===== src/rtl/fft_pkg.sv =====
// Shared constants and FSM state type for the FFT result readout block.
package fft_pkg;

   localparam int N_POINTS = 64;
   localparam int LOG2N    = $clog2(N_POINTS);
   localparam int DATA_W   = 32;

   typedef enum logic [1:0] {
      IDLE    = 2'd0,
      FETCH   = 2'd1,
      PRESENT = 2'd2,
      DONE    = 2'd3
   } state_t;

endpackage


===== src/rtl/no_samples_out_if.sv =====
// Downstream sample stream. A sample moves when out_valid and out_ready are both
// high at a rising clk edge; once out_valid rises, data and last hold until that edge.
interface no_samples_out_if #(
   parameter int DATA_W = 32
) ();

   logic              out_valid;
   logic              out_ready;
   logic [DATA_W-1:0] out_data;
   logic              out_last;

   modport master (
      output out_valid,
      output out_data,
      output out_last,
      input  out_ready
   );

   modport slave (
      input  out_valid,
      input  out_data,
      input  out_last,
      output out_ready
   );

endinterface


===== src/rtl/bit_reverse.sv =====
// Combinational bit-order reversal, used to turn a natural sample index into
// the FFT result memory address.
module bit_reverse #(
   parameter int W = 6
) (
   input  logic [W-1:0] value,
   output logic [W-1:0] reversed
);

   always_comb begin
      reversed = '0;
      for (int i = 0; i < W; i++) begin
         reversed[i] = value[W-1-i];
      end
   end

endmodule


===== src/rtl/no_samples_out.sv =====
// Reads a completed FFT result buffer in bit-reversed address order and streams
// the samples downstream in natural order, one FETCH/PRESENT pair per sample.
module no_samples_out #(
   parameter int N_POINTS = fft_pkg::N_POINTS,
   parameter int DATA_W   = fft_pkg::DATA_W
) (
   input  logic                         clk,
   input  logic                         reset,
   input  logic                         start_strobe,
   input  logic [DATA_W-1:0]            rd_data,
   output logic                         rd_en,
   output logic [$clog2(N_POINTS)-1:0]  rd_addr,
   no_samples_out_if.master             out_if,
   output logic [$clog2(N_POINTS):0]    samples_out_count_out,
   output logic                         busy,
   output logic                         done_strobe,
   output fft_pkg::state_t              state_dbg
);

   localparam int LOG2N = $clog2(N_POINTS);
   localparam int CNT_W = LOG2N + 1;

   fft_pkg::state_t  state;
   logic [CNT_W-1:0] count;
   logic [CNT_W-1:0] count_nxt;
   logic [LOG2N-1:0] fetch_idx;
   logic [LOG2N-1:0] fetch_addr;

   // The address is prepared one step ahead: index 0 on start, count+1 on acceptance.
   assign count_nxt = count + CNT_W'(1);
   assign fetch_idx = (state == fft_pkg::IDLE) ? '0 : count_nxt[LOG2N-1:0];

   bit_reverse #(
      .W(LOG2N)
   ) u_bit_reverse (
      .value    (fetch_idx),
      .reversed (fetch_addr)
   );

   assign samples_out_count_out = count;
   assign state_dbg             = state;

   always_ff @(posedge clk or posedge reset) begin
      if (reset) begin
         state            <= fft_pkg::IDLE;
         count            <= '0;
         rd_en            <= 1'b0;
         rd_addr          <= '0;
         out_if.out_valid <= 1'b0;
         out_if.out_data  <= '0;
         out_if.out_last  <= 1'b0;
         busy             <= 1'b0;
         done_strobe      <= 1'b0;
      end else begin
         case (state)
            fft_pkg::IDLE: begin
               done_strobe <= 1'b0;
               if (start_strobe) begin
                  count   <= '0;
                  busy    <= 1'b1;
                  rd_en   <= 1'b1;
                  rd_addr <= fetch_addr;
                  state   <= fft_pkg::FETCH;
               end
            end
            fft_pkg::FETCH: begin
               rd_en            <= 1'b0;
               rd_addr          <= '0;
               out_if.out_data  <= rd_data;
               out_if.out_valid <= 1'b1;
               out_if.out_last  <= (count == CNT_W'(N_POINTS - 1));
               state            <= fft_pkg::PRESENT;
            end
            fft_pkg::PRESENT: begin
               if (out_if.out_ready) begin
                  out_if.out_valid <= 1'b0;
                  out_if.out_last  <= 1'b0;
                  count            <= count_nxt;
                  if (count_nxt == CNT_W'(N_POINTS)) begin
                     busy        <= 1'b0;
                     done_strobe <= 1'b1;
                     state       <= fft_pkg::DONE;
                  end else begin
                     rd_en   <= 1'b1;
                     rd_addr <= fetch_addr;
                     state   <= fft_pkg::FETCH;
                  end
               end
            end
            fft_pkg::DONE: begin
               done_strobe <= 1'b0;
               state       <= fft_pkg::IDLE;
            end
            default: state <= fft_pkg::IDLE;
         endcase
      end
   end

endmodule


===== src/flat_wrapper.sv =====
// flat-port wrapper written by rule: the top's interface ports become plain ports
module no_samples_out_flat 
#(
   parameter int N_POINTS = fft_pkg::N_POINTS,
   parameter int DATA_W   = fft_pkg::DATA_W
)
  (clk, reset, start_strobe, rd_data, rd_en, rd_addr, samples_out_count_out, busy, done_strobe, state_dbg, out_if_out_valid, out_if_out_data, out_if_out_last, out_if_out_ready);
  no_samples_out_if #(.DATA_W(DATA_W)) out_if_i ();
  input  logic clk;
  input  logic reset;
  input  logic start_strobe;
  input  logic [DATA_W-1:0] rd_data;
  output logic rd_en;
  output logic [$clog2(N_POINTS)-1:0] rd_addr;
  output logic [$clog2(N_POINTS):0] samples_out_count_out;
  output logic busy;
  output logic done_strobe;
  output fft_pkg::state_t state_dbg;
  output wire logic [$bits(out_if_i.out_valid)-1:0] out_if_out_valid;
  output wire logic [$bits(out_if_i.out_data)-1:0] out_if_out_data;
  output wire logic [$bits(out_if_i.out_last)-1:0] out_if_out_last;
  input wire logic [$bits(out_if_i.out_ready)-1:0] out_if_out_ready;
  assign out_if_out_valid = out_if_i.out_valid;
  assign out_if_out_data = out_if_i.out_data;
  assign out_if_out_last = out_if_i.out_last;
  assign out_if_i.out_ready = out_if_out_ready;
  no_samples_out #(.N_POINTS(N_POINTS), .DATA_W(DATA_W)) u_core (.clk(clk), .reset(reset), .start_strobe(start_strobe), .rd_data(rd_data), .rd_en(rd_en), .rd_addr(rd_addr), .out_if(out_if_i), .samples_out_count_out(samples_out_count_out), .busy(busy), .done_strobe(done_strobe), .state_dbg(state_dbg));
endmodule

===== config.mk =====
export PLATFORM = sky130hd
export DESIGN_NAME = no_samples_out_flat
export DESIGN_NICKNAME = d
export VERILOG_FILES = /design/src/rtl/fft_pkg.sv /design/src/rtl/no_samples_out_if.sv /design/src/rtl/bit_reverse.sv /design/src/rtl/no_samples_out.sv /design/src/flat_wrapper.sv
export SDC_FILE = /design/constraint.sdc
export NUM_CORES = 1
export LEC_CHECK = 0
export CAP_MARGIN = 20
export CORE_MARGIN = 2
export CORE_UTILIZATION = 48
export CTS_CLUSTER_SIZE = 8
export DETAILED_ROUTE_END_ITERATION = 8
export GPL_TIMING_DRIVEN = 0
export PLACE_DENSITY = 0.86
export SYNTH_ARGS = -nofsm -noshare
export SYNTH_HDL_FRONTEND = slang
export SYNTH_SLANG_ARGS = --single-unit
export TNS_END_PERCENT = 30

===== constraint.sdc =====
create_clock -name clk -period 3.5 [get_ports clk]
set_input_delay 1.05 -clock clk [delete_from_list [all_inputs] [get_ports clk]]
set_output_delay 1.05 -clock clk [all_outputs]
set_load 0.05 [all_outputs]

==> flow_summary.toml <==
[run_status]
status = "complete, no violations"

[pwr]
power.leakage_nw = 1.42
p_total_mw = 3.37
irDropWorstVdd_mv = 0.636
p_per_area_nw_per_um2 = 976

[global_routing]
grt_use_total_pct = 21.1
grt_pass1_vias = 1813
antenna_found_initial = 0
grt_pass1_wl_mm = 8.85
grt_max_degree = 31
globalRouteOverflowTotal = 0

[finish]
antenna_cells = 0
drive_above_1_share_pct = 19.7
fin_nets = 331
regArea_sq_um = 1300
fillers = 362
multi_input_area_sq_um = 1020
final_core_util_pct = 72.6
syn_to_final_growth_pct = 44.1

[clock_tree]
cts.sinks = 52
cts_buffers = 5
clk_pin_slew_ns = 0.09
ctsResizeCount = 0
postCtsSetupRepairBufs = 0
clockBufferDepth = 2
cts_tree = "done"
holdBufCountCts = 0
htree_levels = 2
cts_root_buf = "clkbuf_8"
clk_latency_ns = 0.30

[floorplan]
placementRows = 25
start_util_pct = 50.4
design.die.area_sq_um = 5570
die_x_microns = 74.6
chipHeight_microns = 74.6
io_pins = 88
core_sq_um = 4750

[placed_design]
port_buffers = 87
place_ws_ns = 0.833
gp_congestion = 0.882
place_hpwl_mm = 4.14

[setup_path]
path_cells = "clkdlybuf4s50_1"
reg2regPathDepth = 5
crit_path_end_kind = "output port"
r2r_slack_ns = 1.16
critPathBufInv = 1
critPathTopFamily = "buffers and inverters"
crit_type = "register to output port"
worstReg2RegStart = "u_core.samples_out_count_out[0]"
regToRegEndpoint = "u_core.rd_addr[0]"
worst_setup_path_start_kind = "register"
cpMaxStageDelayCell = "clkdlybuf4s50_1"
required_ns = 2.45
arrival_ns = 1.71
slowest_delay_ns = 0.87
critPathMaxFanout = 9

[timing]
maxSlewViolCount = 0
rsz0062_at_grt = "no"
tightest_slew_ns = 0.565
finClkSkew_ns = 0.00648
maxSlewHeadroom_pct = 62.2
fmax_ghz = 0.362
setup_viol_count_final = 0
hold_violations = 0
worst_slack_ns = 0.739
fin_crit_sh_pct = 78.9
period_minus_slack_ns = 2.76
fin_hold_ws_ns = 0.509
setup_tns_ns = 0

[yosys]
synth_top_family_by_area = "multiplexers"
synth_compound_area_share_pct = 9.40
synth_cells = 194
ys_seq_area_share_pct = 54.3
synthSimpleGateAreaFrac_pct = 9.46
synth_area_sq_um = 2390
synthAdderAreaFrac_pct = 3.13
synthXorXnorAreaFrac_pct = 1.83
ys_warn_count = 0
ys_async_sr_fraction_pct = 100
synthMuxAreaShare_pct = 18.6
synth_seq_cells = 52
syn-num-nets = 236
yosys.cell_types.count = 40
synth_edf_count = 0
syn_avg_cell_area_sq_um = 12.3
ys.flop_type = "dfrtp_1"

[routing]
viasPerCell = 5.23
drt_iter0_markers = 86
wire_per_inst_microns = 15.3
drt.antenna.violating_nets = 0
first_pass_iters = 4
wirelength_mm = 5.45
drc = 0
vias = 1861

[hold_path]
hp-start = "u_core.out_if.out_data[7]"
holdPathStages = 1
worst_hold_path_type = "register to register"
hold_path_end = "u_core.out_if.out_data[7]"

[run]
drv_cap = 0
[through the flow]
step           instances  instance area [sq um]
2_1_floorplan        194                   2390
3_3_place_gp         348                   3350
3_5_place_dp         349                   3370
4_1_cts              356                   3450
5_1_grt              356                   3450
6_report             356                   3450
[cells in the final DEF (no fill, tap or decap), types with 2 or more instances in the layout]
cell and instances:
mux2i_1 4, a31oi_1 2, a22o_2 2, xnor2_1 5, o31ai_1 2, a22o_1 3
nand2b_1 2, a21oi_1 2, nor2_1 6, buf_1 3, nand3_1 6, nand2_1 14
nor3_1 6, mux2_2 36, inv_1 5, o21ai_1 2, clkbuf_1 4, clkdlybuf4s50_1 87
ha_1 6, clkbuf_8 5, nor2b_1 3, o21ai_0 9, dfrtp_1 52
[cells in the mapped netlist (2+ instances only)]
| master | instances | area share [%] |
|---|---|---|
| a22o_1 | 3 | 1.1 |
| dfrtp_1 | 52 | 54 |
| a22o_2 | 2 | 0.84 |
| o31ai_1 | 2 | 0.63 |
| o21ai_0 | 9 | 1.9 |
| nor3_1 | 6 | 1.3 |
| nand3_1 | 6 | 1.3 |
| o21ai_1 | 2 | 0.42 |
| xnor2_1 | 5 | 1.8 |
| nor2b_1 | 3 | 0.78 |
| ha_1 | 6 | 3.1 |
| nand2_1 | 14 | 2.2 |
| a31oi_1 | 2 | 0.52 |
| a21oi_1 | 2 | 0.42 |
| inv_1 | 6 | 0.94 |
| mux2i_1 | 4 | 1.7 |
| nor2_1 | 6 | 0.94 |
| buf_1 | 3 | 0.47 |
| nand2b_1 | 2 | 0.52 |
| clkbuf_1 | 4 | 0.63 |
| mux2_2 | 36 | 17 |
[how the worst max path moves through the flow]
stage | start | endpoint | cells after the start
CTS | u_core.samples_out_count_out[0] | samples_out_count_out[0] | 1
detailed placement | out_if_out_ready | u_core.samples_out_count_out[5] | 6
global placement | reset | u_core.samples_out_count_out[2] | 2
finish | u_core.samples_out_count_out[0] | samples_out_count_out[0] | 1
floorplan | u_core.samples_out_count_out[0] | u_core.rd_addr[0] | 5
global route | u_core.samples_out_count_out[0] | samples_out_count_out[0] | 1
[cells by family (layout without fill, tap and decap cells)]
logic type	count (synthesis)	in the layout
compound gates	30	30
xor+xnor	5	5
fa+ha+maj	6	6
buf+inv	17	112
flops	52	52
mux	40	40
simple gates	44	44
[flip-flops by register name, summed over array words and instances (netlist names)]
register and count:
u_core.out_if.out_data 32, u_core.samples_out_count_out 7, u_core.rd_addr 6, u_core.state_dbg 2
u_core.busy 1, u_core.done_strobe 1, u_core.out_if.out_last 1, u_core.out_if.out_valid 1
u_core.rd_en 1
[where the power goes]
group          switching [mW]  total (mW)  internal (mW)
Sequential              0.146       0.983          0.837
Clock                   0.191       0.326          0.136
Combinational            1.29        2.06          0.771
Total                    1.62        3.37           1.74
[layer usage]
layer	global-route usage, %	wire length, microns	vias to the layer above
met3	3.21	238	9
met2	34.6	2720	64
met5	0	0	-
li1	-	-	882
met1	29.0	2390	906
met4	7.14	92	0
[layout make-up]
class	count	area share [%]
Buffer	11	1.60
Clock buffer	5	1.99
Clock inverter	2	0.363
Inverter	6	0.653
Multi-Input combinational cell	125	29.4
Sequential cell	52	37.7
Tap cell	67	2.43
Timing Repair Buffer	88	25.8
Power figures use the tool's default switching activity.
